**src/rtl/bp_me_mem_cmd_serializer.sv**
```systemverilog
// Memory-command serializer: registers one header+payload command and emits the header, then narrow data beats.
// Optional BP_ME_SERIALIZER_OVERLAP_EN lets beats be offered alongside the pending header.
module bp_me_mem_cmd_serializer
  #(parameter int header_width_p = 64
    , parameter int data_width_p = 512
    , parameter int beat_width_p = 64
    // bit 3 = e_bedrock_mem_uc_wr, bit 1 = e_bedrock_mem_wr
    , parameter logic [15:0] payload_mask_p = 16'b0000_0000_0000_1010
    )
    (input  logic                      clk_i
     , input  logic                      reset_i

     , input  logic [header_width_p-1:0] header_i
     , input  logic [data_width_p-1:0]   data_i
     , input  logic                      v_i
     , output logic                      ready_and_o

     , output logic [header_width_p-1:0] header_o
     , output logic                      header_v_o
     , input  logic                      header_ready_and_i

     , output logic [beat_width_p-1:0]   data_o
     , output logic                      data_v_o
     , input  logic                      data_ready_and_i
     , output logic                      last_o
     );

    localparam int beats_max_lp = data_width_p / beat_width_p;
    localparam int cnt_w_lp     = (beats_max_lp > 1) ? $clog2(beats_max_lp) : 1;
    localparam int beats_w_lp   = $clog2(beats_max_lp + 1);

    typedef enum logic [1:0] {e_ready, e_header, e_data} state_e;

    state_e                    state_q;
    logic                      init_q;
    logic [header_width_p-1:0] header_q;
    logic [data_width_p-1:0]   data_q;
    logic                      has_data_q;
    logic [beats_w_lp-1:0]     beats_q;
    logic [cnt_w_lp-1:0]       cnt_q;

    // Beat count from the size code: at least one beat, never more than the payload holds.
    function automatic logic [beats_w_lp-1:0] beats_f(input logic [2:0] size);
        int n;
        n = (8 << size) / beat_width_p;
        if (n < 1) n = 1;
        if (n > beats_max_lp) n = beats_max_lp;
        return beats_w_lp'(n);
    endfunction

    logic                  has_data_d;
    logic [beats_w_lp-1:0] beats_d;
    logic                  in_fire, hdr_fire, beat_fire, last_beat;

    assign has_data_d = payload_mask_p[header_i[3:0]];
    assign beats_d    = beats_f(header_i[6:4]);

    assign ready_and_o = init_q & (state_q == e_ready);
    assign header_v_o  = (state_q == e_header);

`ifdef BP_ME_SERIALIZER_OVERLAP_EN
    logic data_done_q;
    assign data_v_o = (state_q == e_data)
                    | ((state_q == e_header) & has_data_q & ~data_done_q);
`else
    assign data_v_o = (state_q == e_data);
`endif

    assign last_beat = (beats_w_lp'(cnt_q) == (beats_q - beats_w_lp'(1)));
    assign last_o    = data_v_o & last_beat;
    assign header_o  = header_q;
    assign data_o    = data_q[int'(cnt_q)*beat_width_p +: beat_width_p];

    assign in_fire   = v_i & ready_and_o;
    assign hdr_fire  = header_v_o & header_ready_and_i;
    assign beat_fire = data_v_o & data_ready_and_i;

    // init_q keeps ready low through reset and raises it on the first edge afterwards.
    always_ff @(posedge clk_i or posedge reset_i) begin
        if (reset_i) begin
            state_q     <= e_ready;
            init_q      <= 1'b0;
            header_q    <= '0;
            data_q      <= '0;
            has_data_q  <= 1'b0;
            beats_q     <= '0;
            cnt_q       <= '0;
`ifdef BP_ME_SERIALIZER_OVERLAP_EN
            data_done_q <= 1'b0;
`endif
        end else begin
            init_q <= 1'b1;
            case (state_q)
                e_ready: begin
                    if (in_fire) begin
                        header_q    <= header_i;
                        data_q      <= data_i;
                        has_data_q  <= has_data_d;
                        beats_q     <= beats_d;
                        cnt_q       <= '0;
`ifdef BP_ME_SERIALIZER_OVERLAP_EN
                        data_done_q <= 1'b0;
`endif
                        state_q     <= e_header;
                    end
                end
                e_header: begin
`ifdef BP_ME_SERIALIZER_OVERLAP_EN
                    if (beat_fire) begin
                        if (last_beat) begin
                            cnt_q       <= '0;
                            data_done_q <= 1'b1;
                        end else begin
                            cnt_q <= cnt_q + cnt_w_lp'(1);
                        end
                    end
                    // Leave only once both the header and every beat have been taken.
                    if (hdr_fire) begin
                        state_q <= (has_data_q & ~data_done_q & ~(beat_fire & last_beat))
                                   ? e_data : e_ready;
                    end
`else
                    if (hdr_fire) begin
                        state_q <= has_data_q ? e_data : e_ready;
                    end
`endif
                end
                e_data: begin
                    if (beat_fire) begin
                        if (last_beat) begin
                            cnt_q   <= '0;
                            state_q <= e_ready;
                        end else begin
                            cnt_q <= cnt_q + cnt_w_lp'(1);
                        end
                    end
                end
                default: state_q <= e_ready;
            endcase
        end
    end

endmodule

```
**config.mk**
```make
export PLATFORM = sky130hd
export DESIGN_NAME = bp_me_mem_cmd_serializer
export DESIGN_NICKNAME = d
export VERILOG_FILES = /design/src/rtl/bp_me_mem_cmd_serializer.sv
export SDC_FILE = /design/constraint.sdc
export NUM_CORES = 2
export LEC_CHECK = 0
export CAP_MARGIN = 20
export CORE_UTILIZATION = 30
export CTS_CLUSTER_SIZE = 16
export DETAILED_ROUTE_END_ITERATION = 12
export HOLD_SLACK_MARGIN = 0.03
export PLACE_DENSITY = 0.57
export REMOVE_ABC_BUFFERS = 1
export SETUP_SLACK_MARGIN = 0.3
export SLEW_MARGIN = 20
export SYNTH_ARGS = -nofsm -noshare
export SYNTH_HDL_FRONTEND = slang
export SYNTH_SLANG_ARGS = --single-unit
export TNS_END_PERCENT = 20
```
**constraint.sdc**
```tcl
create_clock -name clk_i -period 18.8 [get_ports clk_i]
set_input_delay 1.88 -clock clk_i [delete_from_list [all_inputs] [get_ports clk_i]]
set_output_delay 1.88 -clock clk_i [all_outputs]
set_load 0.01 [all_outputs]
```
Word level (Yosys, flattened, before mapping)
Memory sizes are Yosys's and may differ from the RTL's. A register that Yosys moved wholly into a read port is not among the register bits.
Index checks and enable logic that the tools add are counted.
- bits of input ports: 581
- memories kept: 1
- logic and storage cells: 45
- register bits after elaboration: 586
- ROM bits: 16
- memory list (name ; depth ; bits a word ; rd ports ; clocked after memory_dff ; write ports ; line ; RTL):
    (name not given) ; 16 ; 1 ; 1 ; 1 ; 0 ; 55 ; assign has_data_d = payload_mask_p[header_i[3:0]];
- reductions and logical operators: 6
- $lt $le $gt $ge: 2
- equality and inequality tests: 7
- mux-type cells: 12
- add/sub/neg operators: 3
- shifts and indexed selects: 2
- bitwise gates (word level): 6
- operators with widths (kind ; number):
    $shiftx 512x10->64 ; 1
    $add 32x1->32 ; 1
    $gt 32x5->1 const B ; 1
    $lt 32x2->1 const B ; 1
    $mux 32 ; 1
    $shl 4x3->32 const A ; 1
    $mux 2 ; 5
    $mux 3 ; 3
    $and 1x1->1 ; 6
    $ne 2x1->1 const B ; 3
    $pmux 2 s3 ; 1
    $pmux 3 s2 ; 1
    $reduce_or 6->1 ; 1
    $eq 3x4->1 ; 1
    $mux 4 ; 1
    $reduce_and 4->1 ; 1
    $sub 4x1->4 const B ; 1
    $add 3x1->3 const B ; 1
    $reduce_and 3->1 ; 1
    $eq 2x1->1 const B ; 1
    $eq 2x2->1 const B ; 1
    $logic_not 2->1 ; 1
    $ne 2x2->1 const B ; 1
    $reduce_and 2->1 ; 1
    $reduce_bool 2->1 ; 1

Logic depth before layout (Yosys ltp)
- word-level depth: 8
- depth in mapped cells: 9

Worst setup path before layout
Ideal clock, no wire load.
- path kind: reg2out
- start: reg beats_q[0]
- end: out last_o
- path buffers: 0
- stages on the path, launching flop included: 7
- data arrival time: 1.690 ns
- data required time: 16.920 ns
- slack: 15.230 ns
- cell sequence: dfrtp_1 -> inv_1 -> ha_1 -> xor2_1 -> or3_1 -> a2111oi_4 -> and2_1
- cells in the longest elaborated chain, start to end: 3
- RTL lines (item ; line ; RTL):
    from (decl) ; 39 ; logic [beats_w_lp-1:0] beats_q;
    from (signal assigned) ; 99 ; beats_q <= beats_d;
    $sub 4x1->4 ; 69 ; assign last_beat = (beats_w_lp'(cnt_q) == (beats_q - beats_w_lp'(1)));
    $eq 3x4->1 ; 69 ;
    $and 1x1->1 ; 70 ; assign last_o = data_v_o & last_beat;
    to (decl) ; 25 ; , output logic last_o
Every way passes these cells.

Worst setup path after layout
- start: reg cnt_q[0]
- end: out data_o[25]
- cells in the longest elaborated chain, start to end: 1
- RTL lines (item ; line ; RTL):
    from (decl) ; 40 ; logic [cnt_w_lp-1:0] cnt_q;
    from (signal assigned) ; 134 ; cnt_q <= cnt_q + cnt_w_lp'(1);
    $shiftx 512x10->64 ; 72 ; assign data_o = data_q[int'(cnt_q)*beat_width_p +: beat_width_p];
    to (decl) ; 22 ; , output logic [beat_width_p-1:0] data_o
Every way passes these cells.

==> metrics <==
leakage power total between 15 and 20 nW; Crit Reg-Reg Startpoint state_q[1]; ys async rst share between 90% and 100%; register bit count reported by yosys about 590; share of layout cells above drive strength 1 9.92%; Worst Hold Slack approximately 0.47 ns; # hold bufs at CTS 0; Tcrit/Tclk final 33.3%; cell chain of the critical path buf_4 > buf_4 > mux4_2 > mux2_2 > clkdlybuf4s50_1; synthesized area ~26000 um2; I/O pin total just over 700; worst vdd ir 0.0740 mV; IO buf count about 700; Layout Skew ~0.032 ns; gpl congestion 0.795; setup TNS 0 ns; Die Y 296 um; setup ws final around 13 ns; Worst-Skew Late Latency 0.61 ns; # DRC 0; Worst Hold Path EP data_q[224]; cell mode on critical path buf_4; Sw Share between 30 and 40%; final instance area 36400 um2; 1st-pass router iterations 5; yosys warns 0; commonest non-fill, non-tap cells in the layout 1740 x nand2_1, 712 x clkdlybuf4s50_1, 584 x dfrtp_1; sw power between 1.5 and 2 mW; Worst Tran Pin Value 1.15 ns; Tightest Hold Check Type register to register; worst hold path depth 2; Worst Setup Start Kind register; commonest non-fill, non-tap cell in the layout nand2_1; number of enable flip-flop cells after synthesis 0; WL final between 80000 and 90000 um; CP endpoint kind output pin; Synth Area in Simple Gates between 20% and 30%; Clock Pin Slew Worst Setup and Hold Paths 0.06 ns; Core Box Area around 85000 um2; Seq/Total Area, Yosys between 50% and 60%; Sink Count approximately 590; Hold Path Origin data_q[224]; Crit path required time 16.92 ns; HPWL after detailed placement around 55000 um; Synth Area in XOR/XNOR less than 1%; initial antenna violation count 22; drt wl/cell 17.5 um; root buffer cell clkbuf_16; clock share of power between 20% and 30%; R2R setup slack about 15 ns; total of max-cap violations 0; Crit path arrival time approximately 4.4 ns; nets@finish slightly below 4000; top_reg_cell synth dfrtp_1; grt total ovfl 0; largest net degree at the start of global routing 200; syn avg cell area about 9.5 um2; post-cts sizing count 0; DR vias/cell 4.44; Synth Area in Compound Gates less than 1%; R2R cell count 7; first-pass GRT wire length around 120000 um; Max-slew headroom a little under a quarter; vias in the first global route approximately 21000; gr usage total approximately 18%; Post-Synth Adder-Cell Area less than 1%; Layout area overhead 40.3%; outcome complete, no violations; Critical R2R Capture data_q[426]; Placed Area roughly 34000 um2; Power Dens Cells about 150 nW/um2; final setup vio count 0; final hold violations 0; Detail Route Antenna Nets 0; CTS tree built; CTS Buffer Depth 3; RSZ-0062 raised after global routing false; Int Pwr 3.81 mW; H-tree levels 3; fin. max-slew vios 0; critical setup path kind register to output pin; Chip Width between 200 and 300 um; max frequency roughly 160 MHz; Gate Count Post-Synth 2729; via count 20400; total power approximately 5.6 mW; Period minus WS final 6.27 ns; die footprint between 80000 and 90000 um2; mux cell area share after synthesis roughly 14%; row cnt 107; Logic pwr share ~34%; DRT iter0 DRCs about 1100; sequential power share 40.3%; pre-CTS setup slack approximately 12 ns; Worst path slowest cell buf_4; main combinational cell family by area after synthesis simple AND/OR/NAND/NOR gates; Netlist cell types 35; initial core utilization between 30 and 40%; CP Max Fanout 43; # Post-CTS Setup Buffers 0; Num CTS Buffers 69; Crit path largest cell delay 0.84 ns
## registers in the layout, summed over array words and instances, names as in the netlist
| register | cells |
|---|---|
| data_q | 512 |
| beats_q | 4 |
| cnt_q | 3 |
| init_q | 1 |
| has_data_q | 1 |
| header_o | 64 |
| state_q | 2 |
## Yosys cell counts, types with 2 or more instances
library cell / instances / area [um2]
nand3_1: 3 / 15.0
mux4_2: 128 / 2880
inv_1: 5 / 18.8
nand2_1: 1740 / 6530
dfrtp_1: 587 / 14700
a31oi_1: 2 / 12.5
or3_1: 2 / 12.5
and2_1: 2 / 12.5
a21o_1: 2 / 15.0
clkbuf_1: 42 / 158
buf_1: 13 / 48.8
mux2_2: 64 / 721
xnor2_1: 2 / 17.5
nand2b_1: 4 / 25.0
buf_2: 100 / 500
ha_1: 2 / 25.0
o21ai_0: 2 / 10.0
nor2_1: 3 / 11.3
buf_6: 10 / 113
## power by group through the flow
stage          sequential, mW  clock [mW]  combinational [mW]
3_3_place_gp             2.28           0                1.91
4_1_cts                  2.28        1.48                1.95
2_1_floorplan            2.23           0                1.42
6_report                 2.27        1.44                1.92
3_5_place_dp             2.29           0                1.95
5_1_grt                  2.36        1.53                2.14
## worst max path at each step
stage / to / startpoint / cells past startpoint
final: data_o[25] / cnt_q[0] / 5
after global routing: data_o[25] / cnt_q[0] / 5
after CTS: data_o[31] / cnt_q[0] / 5
after detailed placement: data_q[347] / reset_i / 6
after global placement: data_q[455] / reset_i / 6
after floorplan: beats_q[0] / reset_i / 1
## through the flow
step / std cells / utilization [%]
after CTS: 4570 / 42.6
final: 4586 / 42.6
after floorplan: 2563 / -
after global placement: 4445 / 39.7
after detailed placement: 4445 / 39.7
after global routing: 4582 / 42.6
## metal layers
| layer | track usage [%] | share of wire (%) |
|---|---|---|
| met5 | 0 | 0.095 |
| met4 | 6.05 | 2.2 |
| met3 | 4.41 | 6.8 |
| met2 | 29.9 | 49 |
| met1 | 23.0 | 42 |
## critical path: cells and delay by family, from the launching register on
kind	cells	cell delay [ns]
muxes	2	0.90
buffers and inverters	3	1.97
DFF	1	0.80
## cell families (layout without fill, tap and decap cells)
group / count (synthesis) / count (layout)
adders and majority gates: 2 / 2
and+or+nand+nor: 1760 / 1760
muxes: 192 / 192
buffers and inverters: 171 / 868
xor gates and xnor gates: 3 / 3
AOI/OAI and AO/OA: 13 / 13
DFF: 587 / 587
other: 1 / 17
## layout make-up
cell class,instances,area [um2]
Fill cell,8435,49000
Sequential cell,587,14700
Multi-Input combinational cell,1971,10400
Timing Repair Buffer,738,7330
Clock buffer,90,1930
Tap cell,1144,1430
Clock inverter,35,528
Antenna cell,16,40.0
Inverter,5,26.3
(Power assumes the default switching activity.)
